**config.mk**
```make
export PLATFORM = sky130hd
export DESIGN_NAME = pwm_multi_timer
export DESIGN_NICKNAME = d
export VERILOG_FILES = /design/src/rtl/pwm_multi_timer.sv
export SDC_FILE = /design/constraint.sdc
export NUM_CORES = 1
export LEC_CHECK = 0
export BUFFER_PORTS_ARGS = -buffer_cell sky130_fd_sc_hd__buf_4
export CORE_AREA = 8 8 147 149
export DETAILED_ROUTE_END_ITERATION = 12
export DIE_AREA = 0 0 155 157
export PLACE_DENSITY_LB_ADDON = 0.12
export SYNTH_ARGS = -nofsm -noshare
export SYNTH_HDL_FRONTEND = slang
export SYNTH_SLANG_ARGS = --single-unit
export TNS_END_PERCENT = 5
```
**constraint.sdc**
```tcl
create_clock -name clk -period 2.3 [get_ports clk]
set_input_delay 0.46 -clock clk [delete_from_list [all_inputs] [get_ports clk]]
set_output_delay 0.46 -clock clk [all_outputs]
set_load 0.01 [all_outputs]
```
**src/rtl/pwm_multi_timer.sv**
```systemverilog
// Multi-channel PWM/timer: shared prescaler, shadowed period/duty per channel,
// edge-aligned PWM, one-shot option and per-channel wrap flags with maskable irq.
module pwm_multi_timer #(
  parameter int unsigned NCH       = 4,
  parameter int unsigned PWMBITS   = 8,
  parameter int unsigned PRESCBITS = 8,
  parameter int unsigned ABITS     = 4
) (
  input  logic             clk,
  input  logic             reset,
  input  logic [ABITS-1:0] addr,
  input  logic             wr,
  input  logic [15:0]      d,
  output logic [15:0]      q,
  output logic [NCH-1:0]   pwm_out,
  output logic             irq
);

  logic wr_ctrl, wr_presc, wr_irqen, wr_flags;
  logic tick;

  logic [NCH-1:0] en_q, en_d, os_q, os_d;
  logic [NCH-1:0] irqen_q, irqen_d, flags_q, flags_d;
  logic [NCH-1:0] pwm_q, pwm_d, wrap;

  logic [PRESCBITS-1:0] presc_q, presc_d, pc_q, pc_d;

  logic [PWMBITS-1:0] sh_per_q   [NCH];
  logic [PWMBITS-1:0] sh_per_d   [NCH];
  logic [PWMBITS-1:0] sh_duty_q  [NCH];
  logic [PWMBITS-1:0] sh_duty_d  [NCH];
  logic [PWMBITS-1:0] act_per_q  [NCH];
  logic [PWMBITS-1:0] act_per_d  [NCH];
  logic [PWMBITS-1:0] act_duty_q [NCH];
  logic [PWMBITS-1:0] act_duty_d [NCH];
  logic [PWMBITS-1:0] cnt_q      [NCH];
  logic [PWMBITS-1:0] cnt_d      [NCH];

  logic unused_d;
  assign unused_d = ^d;

  assign wr_ctrl  = wr && (addr == ABITS'(0));
  assign wr_presc = wr && (addr == ABITS'(1));
  assign wr_irqen = wr && (addr == ABITS'(2));
  assign wr_flags = wr && (addr == ABITS'(3));

  // A prescaler write restarts the divider and suppresses the tick of that cycle.
  assign tick = (pc_q == presc_q) && !wr_presc;

  always_comb begin
    pc_d    = (wr_presc || (pc_q == presc_q)) ? '0 : pc_q + 1'b1;
    presc_d = wr_presc ? d[PRESCBITS-1:0] : presc_q;
    irqen_d = wr_irqen ? d[NCH-1:0] : irqen_q;
  end

  always_comb begin
    wrap  = '0;
    pwm_d = '0;
    for (int i = 0; i < NCH; i++) begin
      wrap[i]       = en_q[i] && tick && (cnt_q[i] == act_per_q[i]);
      pwm_d[i]      = en_q[i] && (cnt_q[i] < act_duty_q[i]);
      cnt_d[i]      = cnt_q[i];
      act_per_d[i]  = act_per_q[i];
      act_duty_d[i] = act_duty_q[i];
      sh_per_d[i]   = sh_per_q[i];
      sh_duty_d[i]  = sh_duty_q[i];
      // Idle channels track the shadows so an enable starts with the latest values.
      if (!en_q[i] || wrap[i]) begin
        act_per_d[i]  = sh_per_q[i];
        act_duty_d[i] = sh_duty_q[i];
        cnt_d[i]      = '0;
      end else if (tick) begin
        cnt_d[i] = cnt_q[i] + 1'b1;
      end
      if (wr && (addr == ABITS'(4 + 2 * i))) sh_per_d[i] = d[PWMBITS-1:0];
      if (wr && (addr == ABITS'(5 + 2 * i))) sh_duty_d[i] = d[PWMBITS-1:0];
    end
    // CPU write to CTRL takes priority over a one-shot self-clear.
    en_d    = wr_ctrl ? d[NCH-1:0] : (en_q & ~(wrap & os_q));
    os_d    = wr_ctrl ? d[8+NCH-1:8] : os_q;
    flags_d = (flags_q & ~(wr_flags ? d[NCH-1:0] : '0)) | wrap;
  end

  always_comb begin
    q = '0;
    case (addr)
      ABITS'(0): begin
        q[NCH-1:0]   = en_q;
        q[8+NCH-1:8] = os_q;
      end
      ABITS'(1): q = 16'(presc_q);
      ABITS'(2): q[NCH-1:0] = irqen_q;
      ABITS'(3): q[NCH-1:0] = flags_q;
      default: ;
    endcase
    for (int i = 0; i < NCH; i++) begin
      if (addr == ABITS'(4 + 2 * i)) q = 16'(sh_per_q[i]);
      if (addr == ABITS'(5 + 2 * i)) q = 16'(sh_duty_q[i]);
    end
  end

  always_ff @(posedge clk) begin
    if (reset) begin
      en_q    <= '0;
      os_q    <= '0;
      irqen_q <= '0;
      flags_q <= '0;
      pwm_q   <= '0;
      presc_q <= '0;
      pc_q    <= '0;
      for (int i = 0; i < NCH; i++) begin
        sh_per_q[i]   <= '0;
        sh_duty_q[i]  <= '0;
        act_per_q[i]  <= '0;
        act_duty_q[i] <= '0;
        cnt_q[i]      <= '0;
      end
    end else begin
      en_q       <= en_d;
      os_q       <= os_d;
      irqen_q    <= irqen_d;
      flags_q    <= flags_d;
      pwm_q      <= pwm_d;
      presc_q    <= presc_d;
      pc_q       <= pc_d;
      sh_per_q   <= sh_per_d;
      sh_duty_q  <= sh_duty_d;
      act_per_q  <= act_per_d;
      act_duty_q <= act_duty_d;
      cnt_q      <= cnt_d;
    end
  end

  assign pwm_out = pwm_q;
  assign irq     = |(flags_q & irqen_q);

endmodule

```
==> results_dict.tcl <==
set metrics [dict create \
    fp.dieW_um 155 \
    root_buffer "clkbuf_16" \
    p_clk_frac 0.398 \
    clock-sinks 196 \
    arrival_ps 2010 \
    p_leak_uw 0.004643 \
    irDropWorstVdd_uv 475.4 \
    yosysTopAreaCellShare 0.4176 \
    dpl.hpwl_um 17970 \
    avgViaCountPerCell 5.342 \
    crit_path_end_kind "output pin" \
    wl_um 24840 \
    required_ps 1840 \
    synth_edf_count 0 \
    insertion_delay_ps 430 \
    n_antenna_cell 0 \
    fin_ws_ps -171.7 \
    htreeDepth 4 \
    wl_per_cell_um 17.51 \
    max_freq_ghz 0.4046 \
    drt_iter0_markers 476 \
    worst-setup-path-type "input port to output pin" \
    overflow 0 \
    ys_seq_area_frac 0.4176 \
    cts_buffers 17 \
    skew_ps 9.995 \
    max_slew_margin 0.3157 \
    ys.warnings.count 0 \
    power.total_uw 7383 \
    syn-cell-area_mm2 0.009397 \
    num_rows 51 \
    postRouteAntennaNets 0 \
    grt_pass1_vias 7098 \
    grt_util_all_layers 0.2072 \
    num_io_pins 44 \
    power.density_mw_per_mm2 657.8 \
    max_cap_violations 0 \
    synth_seq_cells 196 \
    status "complete, but fails checks" \
    path_max_fanout 6 \
    p_seq_frac 0.473 \
    coreArea_mm2 0.01921 \
    fin_tns_setup_ps -7664 \
    synth_area_leaders "dfxtp_1 42%, mux2i_1 12%, nor2_1 7.2%" \
    worstMarginPinSlew_ps 1010 \
    syn_inst 1061 \
    rsz0062_at_grt "yes" \
    fin_crit_sh 1.075 \
    initial_core_util 0.4892 \
    grt_pass1_wl_um 39190 \
    violations "negative setup slack" \
    routabilityCongestion 0.9444 \
    path_clk_slew_ps 80 \
    start_kind "input port" \
    drv_slew 0 \
    clockBufferDepth 2 \
    post-place-ws_ps -272.5 \
    final_layout_size_suffix_gt1_frac 0.1795 \
    nets 1197 \
    synth.distinct_cells 53 \
    most-common-layout-cells "180 x nor2_1, 180 x dfxtp_1, 117 x mux2i_1, 97 x buf_4, 74 x nand2_1" \
    setup_violations 83 \
    grt_max_degree 131 \
    cellInternalPower_uw 5383 \
    pwr-share-comb 0.128 \
    cts_tree "built" \
    synth_flop_cell "dfxtp_1" \
    holdBufCountCts 0 \
    die_y_um 157 \
    dr.pass1.iters 5 \
    port_buffers 35 \
    drc 0 \
    hold_path_class "input port to flop" \
    final_hold_viol_count 0 \
    post-route-min-period_ps 2472 \
    ys_async_sr_fraction 0 \
    switching_share 0.2708 \
    syn2layout_area_growth_pct 19.44 \
    yosysTopAreaCell "dfxtp_1" \
    p_switching_uw 1999 \
    die_area_mm2 0.02434 \
    via_count 7575 \
    syn_area_per_cell_um2 8.856 \
    antenna_found_initial 0 \
]
==> cell type report <==
type                    instances  area, µm²
repair buffers                123       1086
inverters                      43      161.4
clock buffers                  17      425.4
clock inverters                14      141.4
fillers                      1763       7984
multi-input cells             760       5131
flip-flops and latches        196       3946
well taps                     265      331.6
==> registers in the layout, summed over array words and instances, names as in the netlist <==
name,cells
act_duty_q,32
act_per_q,32
cnt_q,32
sh_duty_q,32
sh_per_q,32
pc_q,8
presc_q,8
en_q,4
flags_q,4
irqen_q,4
os_q,4
pwm_out,4
==> repair_timing <==
item	4_1_cts	5_1_grt
setup buffers	0	2
cloned	0	0
endpoints found under the setup margin	108	112
gates resized for setup	51	15
pin swaps	19	8
==> cells by family after synthesis <==
logic type / synth area share
AO/OA/AOI/OAI: 0.1015
XOR/XNOR: 0.06431
adder cells (fa/ha/maj): 0.04394
buffers and inverters: 0.05473
flip-flops: 0.4176
multiplexers: 0.1390
other: 0.0003991
AND/OR/NAND/NOR: 0.1786
==> routing by layer <==
metal / part of all wire / vias to the layer above / global-route usage
met3: 0.045 / 46 / 0.03784
met2: 0.45 / 189 / 0.3227
met5: 0 / - / 0
met1: 0.48 / 3546 / 0.2781
li1: - / 3794 / -
met4: 0.032 / 0 / 0.08446
==> worst max-delay path, stage by stage <==
cell and delay [ps]:
buf_4 160, nor2b_1 210, nand2_1 110, o21ai_0 100, a222oi_1 310, buf_4 180
nor2_1 30, a221o_1 310, buf_6 140
==> path summary, 6_finish.rpt <==
| kind | cells past startpoint | to | slack, ps | start |
|---|---|---|---|---|
| worst max-delay path | 9 | q[4] | -170 | addr[1] |
| worst min-delay path | 3 | os_q[1]$_SDFFE_PP0P_ | 280 | d[9] |
| worst max register to register | 8 | act_duty_q[31]$_SDFFE_PP0P_ | -140 | presc_q[2]$_SDFFE_PP0P_ |
| worst min register to register | 2 | irqen_q[3]$_SDFFE_PP0P_ | 470 | irqen_q[3]$_SDFFE_PP0P_ |
==> metrics by stage <==
stage                     hold WS, ps  cells  utilization  cell area [µm²]
final                           279.7   1418       0.5843            11220
after global routing            290.3   1418       0.5843            11220
after CTS                       263.2   1416       0.5801            11140
after detailed placement        460.4   1385       0.5439            10450
after global placement          460.9   1385       0.5439            10450
after floorplan                 439.6   1064            -             9437
==> power by group through the flow <==
stage / registers (µW) / logic (µW) / clock network, µW
floorplan: 3560 / 560 / 0
global placement: 3570 / 884 / 0
detailed placement: 3570 / 884 / 0
CTS: 3490 / 915 / 3010
global route: 3500 / 1010 / 3150
finish: 3490 / 948 / 2940
==> cell usage after synthesis, types with 3 or more instances <==
cell	n
o22ai_1	9
and3_1	4
dfxtp_1	196
nor3b_1	3
ha_1	33
a221o_1	3
a211oi_1	3
o21ai_0	51
or4_1	6
buf_1	3
buf_4	8
and4_1	4
buf_12	4
o41ai_2	4
buf_2	5
clkbuf_1	44
nor4_1	3
xor2_1	19
a21oi_1	72
mux4_2	5
or3_1	3
xnor2_1	50
a222oi_1	3
nor2b_1	7
nand3_1	36
inv_1	42
nand2_1	80
a311oi_1	4
nand2b_1	11
nor2_1	180
and2_1	6
nand4_1	17
mux2i_1	117
Note: power is estimated with default switching activity, not from simulation.
